$ cat config.mk
export PLATFORM = sky130hd
export DESIGN_NAME = datamover_fsm
export DESIGN_NICKNAME = d
export VERILOG_FILES = /design/src/rtl/datamover_fsm_pkg.sv /design/src/rtl/datamover_fsm_beat_counter.sv /design/src/rtl/datamover_fsm.sv
export SDC_FILE = /design/constraint.sdc
export NUM_CORES = 1
export LEC_CHECK = 0
export BUFFER_PORTS_ARGS = -buffer_cell sky130_fd_sc_hd__buf_2
export CAP_MARGIN = 5
export CORE_AREA = 4 4 351 353
export DETAILED_ROUTE_END_ITERATION = 6
export DIE_AREA = 0 0 355 357
export GPL_TIMING_DRIVEN = 0
export PLACE_DENSITY = 0.41
export SYNTH_ARGS = -nofsm -noshare
export SYNTH_HDL_FRONTEND = slang
export SYNTH_HIERARCHICAL = 1
export SYNTH_SLANG_ARGS = --single-unit
$ cat constraint.sdc
create_clock -name clk_i -period 3.7 [get_ports clk_i]
set_input_delay 0 -clock clk_i [delete_from_list [all_inputs] [get_ports clk_i]]
set_output_delay 0 -clock clk_i [all_outputs]
set_load 0.01 [all_outputs]
$ cat src/rtl/datamover_fsm_pkg.sv
`default_nettype none
// ============================================================================
// Package  : datamover_fsm_pkg
// Brief    : Job, state and streamer control/flag types for the datamover FSM.
// Revision : 1.0 - initial release
// ============================================================================
package datamover_fsm_pkg;

  localparam int DATAMOVER_CNT_W                 = 32;
  localparam int DATAMOVER_START_TIMEOUT_DEFAULT = 0;

  typedef struct packed {
    logic [DATAMOVER_CNT_W-1:0] in_ptr;
    logic [DATAMOVER_CNT_W-1:0] out_ptr;
    logic [DATAMOVER_CNT_W-1:0] tot_len;
    logic [DATAMOVER_CNT_W-1:0] in_d0_len;
    logic [DATAMOVER_CNT_W-1:0] in_d0_stride;
    logic [DATAMOVER_CNT_W-1:0] in_d1_len;
    logic [DATAMOVER_CNT_W-1:0] in_d1_stride;
    logic [DATAMOVER_CNT_W-1:0] in_d2_stride;
    logic [DATAMOVER_CNT_W-1:0] out_d0_len;
    logic [DATAMOVER_CNT_W-1:0] out_d0_stride;
    logic [DATAMOVER_CNT_W-1:0] out_d1_len;
    logic [DATAMOVER_CNT_W-1:0] out_d1_stride;
    logic [DATAMOVER_CNT_W-1:0] out_d2_stride;
  } datamover_job_t;

  typedef enum logic [2:0] {
    DM_IDLE  = 3'd0,
    DM_START = 3'd1,
    DM_RUN   = 3'd2,
    DM_DRAIN = 3'd3,
    DM_DONE  = 3'd4
  } datamover_state_t;

  typedef struct packed {
    logic [31:0] base_addr;
    logic [31:0] tot_len;
    logic [31:0] d0_len;
    logic [31:0] d0_stride;
    logic [31:0] d1_len;
    logic [31:0] d1_stride;
    logic [31:0] d2_stride;
    logic [1:0]  dim_enable_1h;
  } addressgen_ctrl_t;

  typedef struct packed {
    logic             req_start;
    addressgen_ctrl_t addressgen_ctrl;
  } streamer_ctrl_t;

  typedef struct packed {
    streamer_ctrl_t data_in_source_ctrl;
    streamer_ctrl_t data_out_sink_ctrl;
  } ctrl_streamer_t;

  typedef struct packed {
    logic ready_start;
  } streamer_flags_t;

  typedef struct packed {
    streamer_flags_t data_in_source_flags;
    streamer_flags_t data_out_sink_flags;
    logic            tcdm_fifo_empty;
  } flags_streamer_t;

  function automatic addressgen_ctrl_t dm_addressgen(
    input logic [31:0] base_addr, tot_len, d0_len, d0_stride,
    input logic [31:0] d1_len, d1_stride, d2_stride
  );
    addressgen_ctrl_t a;
    a.base_addr     = base_addr;
    a.tot_len       = tot_len;
    a.d0_len        = d0_len;
    a.d0_stride     = d0_stride;
    a.d1_len        = d1_len;
    a.d1_stride     = d1_stride;
    a.d2_stride     = d2_stride;
    a.dim_enable_1h = 2'b11;
    return a;
  endfunction

endpackage
`default_nettype wire

$ cat src/rtl/datamover_fsm_beat_counter.sv
`default_nettype none
// ============================================================================
// Module   : datamover_beat_counter
// Brief    : Saturating beat counter with clear, enable and terminal compare.
// Revision : 1.0 - initial release
// ============================================================================
module datamover_beat_counter #(
  parameter int CNT_W = 32
) (
  input  logic             clk,
  input  logic             rst_n,
  input  logic             i_clear,
  input  logic             i_en,
  input  logic [CNT_W-1:0] i_limit,
  output logic [CNT_W-1:0] o_cnt,
  output logic             o_last
);

  logic [CNT_W-1:0] r_cnt;

  always_ff @(posedge clk or negedge rst_n) begin
    if (!rst_n) begin
      r_cnt <= '0;
    end else if (i_clear) begin
      r_cnt <= '0;
    end else if (i_en && (r_cnt != i_limit)) begin
      r_cnt <= r_cnt + 1'b1;
    end
  end

  assign o_cnt  = r_cnt;
  // Next accepted beat is the final one of the job.
  assign o_last = (r_cnt == (i_limit - 1'b1));

endmodule
`default_nettype wire

$ cat src/rtl/datamover_fsm.sv
`default_nettype none
// ============================================================================
// Module   : datamover_fsm
// Brief    : Job sequencer starting the source/sink streamers and counting beats.
// Revision : 1.0 - initial release
// ============================================================================
module datamover_fsm
  import datamover_fsm_pkg::*;
#(
  parameter int CNT_W         = DATAMOVER_CNT_W,
  parameter int START_TIMEOUT = DATAMOVER_START_TIMEOUT_DEFAULT
) (
  input  logic             clk_i,
  input  logic             rst_ni,
  input  logic             clear_i,
  input  logic             start_i,
  input  datamover_job_t   job_i,
  input  flags_streamer_t  flags_streamer_i,
  input  logic             out_beat_i,
  output ctrl_streamer_t   ctrl_streamer_o,
  output logic             busy_o,
  output logic             done_o,
  output logic             err_o,
  output logic [CNT_W-1:0] beat_cnt_o
);

  localparam logic [2:0] c_st_idle  = DM_IDLE;
  localparam logic [2:0] c_st_start = DM_START;
  localparam logic [2:0] c_st_run   = DM_RUN;
  localparam logic [2:0] c_st_drain = DM_DRAIN;
  localparam logic [2:0] c_st_done  = DM_DONE;

  localparam int c_wait_w = (START_TIMEOUT > 1) ? $clog2(START_TIMEOUT) : 1;
  localparam logic [c_wait_w-1:0] c_wait_last =
    c_wait_w'((START_TIMEOUT > 0) ? (START_TIMEOUT - 1) : 0);

  logic [2:0]          r_state;
  logic [2:0]          w_state_nxt;
  datamover_job_t      r_job;
  logic                r_done;
  logic                r_err;
  logic [c_wait_w-1:0] r_wait;
  logic [CNT_W-1:0]    w_tot_len;
  logic                w_cnt_last;
  logic                w_accept;
  logic                w_zero_len;
  logic                w_both_ready;
  logic                w_req_start;
  logic                w_timeout;
  logic                w_drained;
  logic                w_cnt_en;

  assign w_tot_len    = CNT_W'(r_job.tot_len);
  assign w_zero_len   = (CNT_W'(job_i.tot_len) == '0);
  assign w_accept     = (r_state == c_st_idle) && start_i && !clear_i;
  assign w_both_ready = flags_streamer_i.data_in_source_flags.ready_start &&
                        flags_streamer_i.data_out_sink_flags.ready_start;
  assign w_req_start  = (r_state == c_st_start) && w_both_ready && !clear_i;
  assign w_timeout    = (START_TIMEOUT > 0) && (r_state == c_st_start) &&
                        !w_both_ready && (r_wait == c_wait_last);
  // All stores retired: TCDM FIFO empty and the sink back to ready.
  assign w_drained    = flags_streamer_i.tcdm_fifo_empty &&
                        flags_streamer_i.data_out_sink_flags.ready_start;
  assign w_cnt_en     = out_beat_i && ((r_state == c_st_run) || (r_state == c_st_drain));

  always_comb begin
    w_state_nxt = r_state;
    case (r_state)
      c_st_idle:  if (start_i) w_state_nxt = w_zero_len ? c_st_done : c_st_start;
      c_st_start: begin
        if (w_both_ready)   w_state_nxt = c_st_run;
        else if (w_timeout) w_state_nxt = c_st_done;
      end
      c_st_run:   if (out_beat_i && w_cnt_last) w_state_nxt = c_st_drain;
      c_st_drain: if (w_drained) w_state_nxt = c_st_done;
      c_st_done:  w_state_nxt = c_st_idle;
      default:    w_state_nxt = c_st_idle;
    endcase
    if (clear_i) w_state_nxt = c_st_idle;
  end

  always_ff @(posedge clk_i or negedge rst_ni) begin
    if (!rst_ni) begin
      r_state <= c_st_idle;
      r_job   <= '0;
      r_done  <= 1'b0;
      r_err   <= 1'b0;
      r_wait  <= '0;
    end else begin
      r_state <= w_state_nxt;
      r_done  <= (r_state == c_st_done) && !clear_i;
      r_wait  <= ((r_state == c_st_start) && !clear_i) ? r_wait + 1'b1 : '0;
      if (clear_i) begin
        r_job <= '0;
        r_err <= 1'b0;
      end else begin
        if (w_accept)  r_job <= job_i;
        if (w_timeout) r_err <= 1'b1;
      end
    end
  end

  datamover_beat_counter #(
    .CNT_W (CNT_W)
  ) u_beat_counter (
    .clk     (clk_i),
    .rst_n   (rst_ni),
    .i_clear (clear_i || w_accept),
    .i_en    (w_cnt_en),
    .i_limit (w_tot_len),
    .o_cnt   (beat_cnt_o),
    .o_last  (w_cnt_last)
  );

  // Address-generator fields follow the latched job for the whole job lifetime.
  always_comb begin
    ctrl_streamer_o = '0;
    if (r_state != c_st_idle) begin
      ctrl_streamer_o.data_in_source_ctrl.addressgen_ctrl = dm_addressgen(
        r_job.in_ptr, r_job.tot_len, r_job.in_d0_len, r_job.in_d0_stride,
        r_job.in_d1_len, r_job.in_d1_stride, r_job.in_d2_stride);
      ctrl_streamer_o.data_out_sink_ctrl.addressgen_ctrl = dm_addressgen(
        r_job.out_ptr, r_job.tot_len, r_job.out_d0_len, r_job.out_d0_stride,
        r_job.out_d1_len, r_job.out_d1_stride, r_job.out_d2_stride);
    end
    ctrl_streamer_o.data_in_source_ctrl.req_start = w_req_start;
    ctrl_streamer_o.data_out_sink_ctrl.req_start  = w_req_start;
  end

  assign busy_o = (r_state != c_st_idle) || r_done;
  assign done_o = r_done;
  assign err_o  = r_err;

endmodule
`default_nettype wire

==> flow_metrics.tcl <==
set metrics [dict create \
    endpoint_kind "register" \
    io_pins 913 \
    io_buffers 911 \
    gp_congestion 0.883 \
    finalNonFillerCells 4920 \
    hpwlAfterDp_um 89200 \
    async_reset_ff_share_pct 100 \
    route.detailed.drc 0 \
    reg2reg_depth 12 \
    synth.avg_cell_area_um2 11.4 \
    vias 20800 \
    setup_tns_ps 0 \
    setup-violations-final 0 \
    drv_slew 0 \
    routedWlPerCell_um 23.4 \
    synth_edf_count 0 \
    netlist_area_mm2 0.0210 \
    slew_headroom_pct 33.3 \
    crit_fanout 8 \
    die_h_um 357 \
    dr.pass1.iters 5 \
    whs_path_depth 3 \
    grt_usage_pct 17.4 \
    die_area_mm2 0.127 \
    h-tree-depth 2 \
    drive_gt1_share_pct 35.9 \
    syn_inst 1841 \
    arrival_ps 4030 \
    finalHoldViolCount 0 \
    fin_crit_ps 3460 \
    yosysUniqueCellTypes 61 \
    initial_utilization_pct 17.6 \
    rrSetupSlack_ps 240 \
    grt_overflow 0 \
    status "finished clean" \
    die_x_um 355 \
    cts_root_buf "clkbuf_16" \
    worstMarginPinSlew_ps 995 \
    cts_inserted_buffers 59 \
    dp_cells 4368 \
    skew_ps 15.5 \
    ys.flop_type "dfrtp_1" \
    startpoint_type "register" \
    ys_warn_count 6 \
    final_antenna_net_count 0 \
    timing.final.crit_share_pct 93.6 \
    post_cts_buffers 0 \
    clock_latency_ps 640 \
    drt_iter0_markers 1334 \
    power.total_uw 15200 \
    p_per_area_mw_per_mm2 446 \
    ys_seq_elements 452 \
    seq_area_frac_synth_pct 53.8 \
    worstPathRequired_ps 4270 \
    rows 127 \
    layout_common_cells "buf_2 (992), dfrtp_1 (452), dlygate4sd3_1 (424)" \
    syn_to_final_growth_pct 61.9 \
    hold_slack_ps 107 \
    placed_area_mm2 0.0277 \
    first_global_vias 22231 \
    antenna_found_initial 27 \
    rsz0062_at_grt "false" \
    grt_start_max_net_pins 111 \
    fin_area_mm2 0.0341 \
    max-clock-path-buffers 3 \
    core_mm2 0.120 \
    cts_tree "done" \
    fmax_ghz 0.289 \
    nets 3668 \
    grt_first_pass_wirelength_um 162000 \
    routed_via_density 4.23 \
    p_leak_uw 0.0175 \
    cts.sinks 452 \
    clkTransAtPathRegs_ps 60 \
    layout_commonest_cell "buf_2" \
    drt_wl_total_um 115000 \
    critPathKind "reg2reg" \
    peakVddDrop_uv 319 \
    max_cap_viol_count 0 \
    synth_fp_nets 2267 \
    hp-class "in2reg" \
]
[where the power goes]
group | internal (uW) | switching (uW) | total [uW]
combinational | 1490 | 2010 | 3500
sequential | 5360 | 303 | 5660
clock | 3590 | 2440 | 6030
total | 10400 | 4760 | 15200
[flip-flops by register name, summed over array words and instances, names as in the netlist]
name and flops:
done_o 1, r_job 384, r_state 3, u_beat_counter/o_cnt 32, w_tot_len 32
[cell usage after synthesis (3+ instances only)]
cell type,n,area share [%]
nand4b_1,5,0.21
o21ai_0,5,0.12
xnor2_1,45,1.9
nor4_1,23,0.68
mux2_2,5,0.27
or3_1,7,0.21
nor2b_1,6,0.18
a22o_1,416,17
inv_1,13,0.23
and2_1,417,12
and3_1,10,0.30
o31ai_1,3,0.11
nor3b_1,4,0.14
or2_2,3,0.089
dfrtp_1,452,54
mux2i_1,3,0.14
nor2_1,53,0.95
nand2_1,29,0.52
a2111oi_0,3,0.12
buf_4,50,1.8
nand4_1,15,0.45
xor2_1,25,1.0
buf_6,16,0.86
buf_2,82,2.0
nand3_1,16,0.38
a31oi_1,9,0.27
a21oi_1,8,0.19
clkbuf_1,49,0.87
or4_1,4,0.14
nor3_1,25,0.59
[logic make-up (layout without fill, tap and decap cells)]
| logic type | after synthesis | count (layout) | share of synthesized area (%) |
|---|---|---|---|
| buffers and inverters | 210 | 1656 | 5.70 |
| adders and majority gates | 2 | 2 | 0.119 |
| muxes | 8 | 8 | 0.410 |
| xor gates and xnor gates | 71 | 71 | 2.99 |
| and+or+nand+nor | 636 | 636 | 18.1 |
| DFF | 452 | 452 | 53.8 |
| other | 1 | 22 | 0.0178 |
| AOI/OAI and AO/OA | 461 | 461 | 18.9 |
[metal layers]
| layer | wire [um] | GRT usage, % |
|---|---|---|
| met5 | 13 | 0 |
| met4 | 3290 | 4.74 |
| met3 | 8740 | 4.75 |
| met2 | 55600 | 29.6 |
| met1 | 47500 | 21.8 |
[critical path: stages (launching register included)]
cell       delay, ps
dfrtp_1          540
or4_1            570
clkbuf_1         200
nor4_1           510
nand4_1          190
xor2_1           220
a31oi_1          200
nand4_1          150
a2111oi_2        370
nand2_1           90
a21oi_1          160
o221ai_1         130
nand2_1           80
[through the flow]
stage | util, % | setup WS, ps
after floorplan | - | 741
after global placement | 23.0 | -8010
after detailed placement | 23.1 | -130
after CTS | 28.4 | 117
after global routing | 28.4 | 23.7
final | 28.4 | 235
[final cells by class]
class / count / area [um2]
tap: 1612 / 2020
inverter: 13 / 48.8
fill: 12886 / 85800
antenna: 21 / 52.6
buffer: 197 / 1150
multi-input combinational: 1179 / 8540
clock buffer: 86 / 1700
timing repair buffer: 1340 / 8940
clock inverter: 20 / 290
sequential: 452 / 11300
[path summary, 6_finish.rpt]
check                              start    endpoint
setup / recovery           w_tot_len[18]  r_state[0]
hold / removal                job_i[200]  r_job[200]
setup reg to reg           w_tot_len[18]  r_state[0]
hold reg to reg               r_job[311]  r_job[311]
max in group asynchronous         rst_ni  r_job[265]
min in group asynchronous         rst_ni  r_job[131]
[timing repair]
action / CTS / global route
endpoints found under the hold margin: 627 / 0
hold buffers: 425 / 0
cloned: 0 / 0
gates resized for setup: 2 / 2
setup endpoints to repair: 1 / 13
(Power assumes the default switching activity.)
